[config.mk]
export PLATFORM = sky130hd
export DESIGN_NAME = gb_timer_gen
export DESIGN_NICKNAME = d
export VERILOG_FILES = /design/src/rtl/gb_timer_pkg.sv /design/src/rtl/gb_timer_divider.sv /design/src/rtl/gb_timer_gen.sv
export SDC_FILE = /design/constraint.sdc
export NUM_CORES = 1
export LEC_CHECK = 0
export CORE_ASPECT_RATIO = 1.5
export CORE_UTILIZATION = 57
export CTS_BUF_LIST = sky130_fd_sc_hd__clkbuf_2
export CTS_CLUSTER_SIZE = 24
export DETAILED_ROUTE_END_ITERATION = 16
export PLACE_DENSITY = 0.85
export SYNTH_ARGS = -nofsm -noshare
export SYNTH_HDL_FRONTEND = slang
export SYNTH_HIERARCHICAL = 1
export SYNTH_SLANG_ARGS = --single-unit
[constraint.sdc]
create_clock -name clk -period 2.71 [get_ports clk]
set_input_delay 0.542 -clock clk [delete_from_list [all_inputs] [get_ports clk]]
set_output_delay 0.542 -clock clk [all_outputs]
set_load 0.01 [all_outputs]
[src/rtl/gb_timer_pkg.sv]
// Shared definitions for the DIV/TIMA/TMA/TAC timer: register offsets, TAC fields,
// TIMA state encoding and the TAC frequency to counter-bit mapping.
package gb_timer_pkg;

  localparam logic [1:0] OFS_DIV  = 2'd0;
  localparam logic [1:0] OFS_TIMA = 2'd1;
  localparam logic [1:0] OFS_TMA  = 2'd2;
  localparam logic [1:0] OFS_TAC  = 2'd3;

  localparam int TAC_W        = 3;
  localparam int TAC_EN_BIT   = 2;
  localparam int TAC_FREQ_LSB = 0;
  localparam int TAC_FREQ_MSB = 1;

  typedef enum logic [1:0] {RUN, OVF, RELD} tima_state_t;

  // Counter bit watched for each TAC frequency code; bits 7/1/3/5 when cnt_w is 14.
  function automatic int tap_index(input logic [1:0] freq, input int cnt_w);
    case (freq)
      2'b00:   tap_index = cnt_w - 7;
      2'b01:   tap_index = cnt_w - 13;
      2'b10:   tap_index = cnt_w - 11;
      default: tap_index = cnt_w - 9;
    endcase
  endfunction

endpackage

[src/rtl/gb_timer_divider.sv]
// Free-running system counter with DIV clear, tap mux and falling-edge tick detector.
// tick is combinational from registered state; GB_TIMER_STOP_EN adds a counter hold input.
module gb_timer_divider
  import gb_timer_pkg::*;
#(
  parameter int CNT_W = 14
) (
  input  logic             clk,
  input  logic             reset,
  input  logic             div_wr,
`ifdef GB_TIMER_STOP_EN
  input  logic             stop,
`endif
  input  logic [TAC_W-1:0] tac,
  output logic [7:0]       div_val,
  output logic             tick
);

  localparam int TAP0 = tap_index(2'd0, CNT_W);
  localparam int TAP1 = tap_index(2'd1, CNT_W);
  localparam int TAP2 = tap_index(2'd2, CNT_W);
  localparam int TAP3 = tap_index(2'd3, CNT_W);

  logic [CNT_W-1:0] cnt;
  logic [3:0]       taps;
  logic             sel;
  logic             sel_q;

  assign taps    = {cnt[TAP3], cnt[TAP2], cnt[TAP1], cnt[TAP0]};
  assign sel     = taps[tac[TAC_FREQ_MSB:TAC_FREQ_LSB]] & tac[TAC_EN_BIT];
  // DIV writes and TAC changes that drop sel produce a tick on purpose (DMG glitch behaviour).
  assign tick    = sel_q & ~sel;
  assign div_val = cnt[CNT_W-1 -: 8];

  always_ff @(posedge clk or posedge reset) begin
    if (reset) begin
      cnt   <= '0;
      sel_q <= 1'b0;
    end else begin
      sel_q <= sel;
      if (div_wr)
        cnt <= '0;
`ifdef GB_TIMER_STOP_EN
      else if (!stop)
        cnt <= cnt + 1'b1;
`else
      else
        cnt <= cnt + 1'b1;
`endif
    end
  end

endmodule

[src/rtl/gb_timer_gen.sv]
// DIV/TIMA/TMA/TAC timer on the CPU register bus: combinational reads, writes at the clk edge, no backpressure.
// TIMA overflow reads 00 for one cycle, then reloads TMA with irq_timer; GB_TIMER_STOP_EN adds stop_i.
module gb_timer_gen
  import gb_timer_pkg::*;
#(
  parameter logic [15:0] BASE_ADDR = 16'hFF04,
  parameter int          CNT_W     = 14,
  parameter int          IRQ_PULSE = 1
) (
  input  logic        clk,
  input  logic        reset,
  input  logic [7:0]  data_i,
  input  logic [15:0] addr,
  input  logic        wren,
  input  logic        irq_ack,
`ifdef GB_TIMER_STOP_EN
  input  logic        stop_i,
`endif
  output logic [7:0]  data_o,
  output logic        sel_o,
  output logic        irq_timer
);

  logic [15:0]      ofs;
  logic             wr_div, wr_tima, wr_tma, wr_tac;
  logic [7:0]       tima, tma;
  logic [TAC_W-1:0] tac;
  logic [7:0]       div_val;
  logic             tick;
  logic             irq_set;
  tima_state_t      state;

  // Subtracting the base keeps the window check correct for any BASE_ADDR alignment.
  assign ofs     = addr - BASE_ADDR;
  assign sel_o   = (ofs < 16'd4);
  assign wr_div  = wren & sel_o & (ofs[1:0] == OFS_DIV);
  assign wr_tima = wren & sel_o & (ofs[1:0] == OFS_TIMA);
  assign wr_tma  = wren & sel_o & (ofs[1:0] == OFS_TMA);
  assign wr_tac  = wren & sel_o & (ofs[1:0] == OFS_TAC);
  assign irq_set = (state == OVF) & ~wr_tima;

  gb_timer_divider #(
    .CNT_W (CNT_W)
  ) u_divider (
    .clk     (clk),
    .reset   (reset),
    .div_wr  (wr_div),
`ifdef GB_TIMER_STOP_EN
    .stop    (stop_i),
`endif
    .tac     (tac),
    .div_val (div_val),
    .tick    (tick)
  );

  always_ff @(posedge clk or posedge reset) begin
    if (reset) begin
      state     <= RUN;
      tima      <= 8'h00;
      tma       <= 8'h00;
      tac       <= '0;
      irq_timer <= 1'b0;
    end else begin
      if (wr_tma)
        tma <= data_i;
      if (wr_tac)
        tac <= data_i[TAC_W-1:0];

      case (state)
        RUN: begin
          if (wr_tima)
            tima <= data_i;
          else if (tick) begin
            if (tima == 8'hFF) begin
              tima  <= 8'h00;
              state <= OVF;
            end else
              tima <= tima + 8'd1;
          end
        end
        OVF: begin
          // A CPU write here cancels the reload and the interrupt.
          if (wr_tima) begin
            tima  <= data_i;
            state <= RUN;
          end else begin
            tima  <= tma;
            state <= RELD;
          end
        end
        RELD: begin
          if (wr_tma)
            tima <= data_i;
          state <= RUN;
        end
        default: state <= RUN;
      endcase

      if (IRQ_PULSE != 0)
        irq_timer <= irq_set;
      else
        irq_timer <= irq_set | (irq_timer & ~irq_ack);
    end
  end

  always_comb begin
    data_o = 8'hFF;
    if (sel_o) begin
      case (ofs[1:0])
        OFS_DIV:  data_o = div_val;
        OFS_TIMA: data_o = tima;
        OFS_TMA:  data_o = tma;
        default:  data_o = {5'b11111, tac};
      endcase
    end
  end

endmodule
==> results.py, run 1 <==
metrics = {
    "floorplanning": {
        "io_pins": 38,
        "die_w_um": 57.4,
        "rows": 29,
        "start_util_pct": 60.7,
        "fp.coreArea_sq_um": 4320,
        "dieArea_sq_um": 4880,
        "die_height_um": 85.1,
    },
    "logic_synthesis": {
        "yosys-top-cells-area": "dfrtp_1, mux2_2, mux4_2",
        "synthSimpleGateAreaFrac_pct": 22.8,
        "synth-compound-area-share_pct": 16.1,
        "synth_cells": 280,
        "ys_async_sr_fraction_pct": 100,
        "synth_area_sq_um": 2620,
        "syn_nets": 313,
        "synth-adder-area-share_pct": 2.39,
        "synth_mux_area_share_pct": 14.3,
        "yosysSeqAreaShare_pct": 35.3,
        "ys_types": 55,
        "synth_area_leader_cell": "dfrtp_1",
        "synth-edff-count": 0,
        "synth_seq_cells": 37,
        "synth_top_family_by_area": "simple AND/OR/NAND/NOR gates",
        "synthFlopType": "dfrtp_1",
        "synthXorXnorAreaFrac_pct": 2.67,
        "synth.avg_cell_area_sq_um": 9.36,
        "netlist.area_leader.share_pct": 35.3,
        "yosys_warnings": 6,
    },
    "detailed_routing": {
        "viasPerCell": 6.54,
        "drtPass1Iterations": 11,
        "vias": 2536,
        "wl_per_cell_um": 18.3,
        "wirelength_mm": 7.09,
        "remaining_drc_errors": 2,
        "first_iter_violations": 137,
        "final_antenna_net_count": 0,
    },
    "layout": {
        "drive_gt1_share_pct": 24.9,
        "layout_common_cells": "dfrtp_1, buf_4, clkdlybuf4s50_1",
        "final_util_pct": 74.8,
        "final_nets": 374,
        "area_delta_synth_final_pct": 23.3,
        "antennaDiodeCount": 0,
        "final_common_cell": "dfrtp_1",
        "fillers": 341,
    },
    "power": {
        "cellPowerDensity_nw_per_um2": 341,
        "p_leak_nw": 1.38,
        "ir_drop_mv": 0.377,
    },
    "clocking": {
        "htree_num_levels": 2,
        "cts_made_buffers": 5,
        "cts_sinks": 37,
        "cts_buffer_depth": 2,
        "clock_latency_ns": 0.40,
        "cts_hold_buffers": 0,
        "cts_tree": "done",
        "clock-root-buffer": "clkbuf_2",
        "clk_pin_slew_worst_paths_ns": 0.20,
    },
    "status": {
        "status": "complete, but fails checks",
        "violations": "design-rule violations",
    },
    "timing": {
        "slew_violations": 0,
        "relSlewSlack_pct": 42.7,
        "fin_setup_tns_ns": 0,
        "max_freq_ghz": 0.380,
        "fin_skew_ns": 0.0250,
        "setup_viol": 0,
        "worst_pin_slew_ns": 0.859,
        "hold_viol_final": 0,
        "rsz0062_at_grt": "no",
        "fin_crit_sh_pct": 97.0,
        "fin_crit_ns": 2.63,
    },
    "grt": {
        "grt_overflow": 0,
        "grt_pass1_wl_mm": 11.4,
        "grtUsageTotal_pct": 29.9,
        "grt_pass1_vias": 2523,
        "grt_antenna_before_repair": 0,
        "grt_max_degree": 23,
    },
    "worst_setup_path": {
        "worstRegToRegCells": 9,
        "cp_slowest_stage_delay_ns": 0.62,
        "critPathArrivalTime_ns": 2.09,
        "cp_cell_sequence": "clkdlybuf4s50_1 -> nand4bb_1 -> or4_4 -> clkinv_8 -> nand2b_1 -> buf_2",
        "cp_slowest_cell": "or4_4",
        "worstSetupEndpointType": "primary output",
        "worstSetupStartpointType": "input port",
        "setup.worst_path.start": "addr[3]",
        "cp_max_fo": 6,
        "r2r_start": "u_divider/cnt[7]$_DFF_PP0_",
        "crit_type": "in2out",
        "required_ns": 2.17,
    },
    "placement": {
        "gp_congestion": 0.868,
        "port_buffers": 36,
        "dpl.hpwl_mm": 5.40,
    },
    "run": {
        "cap_violations": 0,
    },
    "worst_hold_path": {
        "worstHoldPathType": "in2async",
    },
}
## worst max-delay path: cells and delay by family
| kind | cells | cell delay (ns) |
|---|---|---|
| AND/OR/NAND/NOR | 3 | 0.87 |
| buffers and inverters | 3 | 0.67 |
## cell type report
type                    instances  area (sq um)  share of cell area (%)
clock buffers                   5          25.0                   0.774
clock inverters                 3          41.3                    1.28
inverters                      14          65.1                    2.01
multi-input cells             213          1540                    47.5
flip-flops and latches         37           926                    28.6
well taps                      46          57.6                    1.78
repair buffers                 69           572                    17.7
repair inverters                1          8.76                   0.271
## registers in the layout (all words and copies together) (netlist names)
name             flops
tima                 8
u_divider/cnt       14
irq_timer            1
u_divider/sel_q      1
tac                  3
tma                  8
state                2
## where the power goes
| part | leakage (nW) | switching, W | internal, W | total [W] |
|---|---|---|---|---|
| clock | 0.0366 | 0.000193 | 0.000153 | 0.000346 |
| sequential | 0.472 | 0.0000257 | 0.000569 | 0.000594 |
| combinational | 0.870 | 0.0000778 | 0.0000839 | 0.000162 |
| total | 1.38 | 0.000297 | 0.000805 | 0.00110 |
## kinds of logic after synthesis
logic type      Yosys count
flops                    37
compound gates           61
mux                      30
buf+inv                  30
xor+xnor                  8
fa+ha+maj                 5
simple gates            109
## path summary, 6_finish.rpt
kind                                              end  slack, ns
setup reg to reg                  tima[3]$_DFFE_PP0P_       0.26
hold / removal              u_divider/sel_q$_DFF_PP0_       0.51
hold reg to reg            u_divider/cnt[0]$_DFF_PP0_       0.52
max in group asynchronous          tac[0]$_DFFE_PP0P_       1.54
setup / recovery                            data_o[0]       0.08
min in group clk           u_divider/cnt[0]$_DFF_PP0_       0.52
## synthesized netlist by cell type, drive strengths merged (2+ instances only)
library cell / instances
inv: 13
or3: 5
nand2: 24
xor2: 4
nand4: 6
nor2: 15
xnor2: 4
a21oi: 11
or4: 4
nand3: 17
nand2b: 7
o22ai: 5
a22o: 2
nand4bb: 2
mux2i: 6
a22oi: 3
and4: 3
mux4: 4
buf: 14
a21boi: 2
a31o: 2
a32oi: 4
and3: 3
mux2: 20
nor2b: 6
nor4: 2
clkbuf: 2
dfrtp: 37
o21ai: 10
o41ai: 2
and2: 3
nor3: 8
o221ai: 3
a211oi: 5
o31ai: 6
ha: 5
## repair_timing
item                                    CTS  global route
gates resized for setup                  42             0
buffers inserted                          2             0
endpoints found under the setup margin    9             0
## layer usage
layer,GRT usage (%),vias to the layer above,part of all wire (%)
met5,0,-,0
met4,12.0,0,3.6
met3,4.27,34,6.6
met2,55.1,134,54
met1,33.8,1193,36
li1,-,1175,-
## through the flow
step	worst slack, ns	instances	instance area (sq um)	hold slack [ns]	total power [W]
2_1_floorplan	0.112	280	2620	0.443	0.000669
3_3_place_gp	-0.360	377	3180	0.483	0.000759
3_5_place_dp	-0.420	377	3180	0.493	0.000765
4_1_cts	0.0869	388	3230	0.509	0.00111
5_1_grt	0.0247	388	3230	0.534	0.00115
6_report	0.0812	388	3230	0.513	0.00110
Power figures use the tool's default switching activity.
==> inputs of run 2 (changes only) <==
--- a/config.mk
+++ b/config.mk
@@ -6,6 +6,7 @@
 export NUM_CORES = 1
 export LEC_CHECK = 0
 export CORE_ASPECT_RATIO = 1.5
+export CORE_MARGIN = 1
 export CORE_UTILIZATION = 57
 export CTS_BUF_LIST = sky130_fd_sc_hd__clkbuf_2
 export CTS_CLUSTER_SIZE = 24
==> results of run 2 <==
Same layout as run 1: the final DEF is identical, and so are final timing and power.
==> inputs of run 3 (changes only) <==
--- a/config.mk
+++ b/config.mk
@@ -5,6 +5,7 @@
 export SDC_FILE = /design/constraint.sdc
 export NUM_CORES = 1
 export LEC_CHECK = 0
+export ABC_AREA = 0
 export CORE_ASPECT_RATIO = 1.5
 export CORE_MARGIN = 1
 export CORE_UTILIZATION = 57
==> results of run 3 <==
Same layout as run 1: the final DEF is identical, and so are final timing and power.
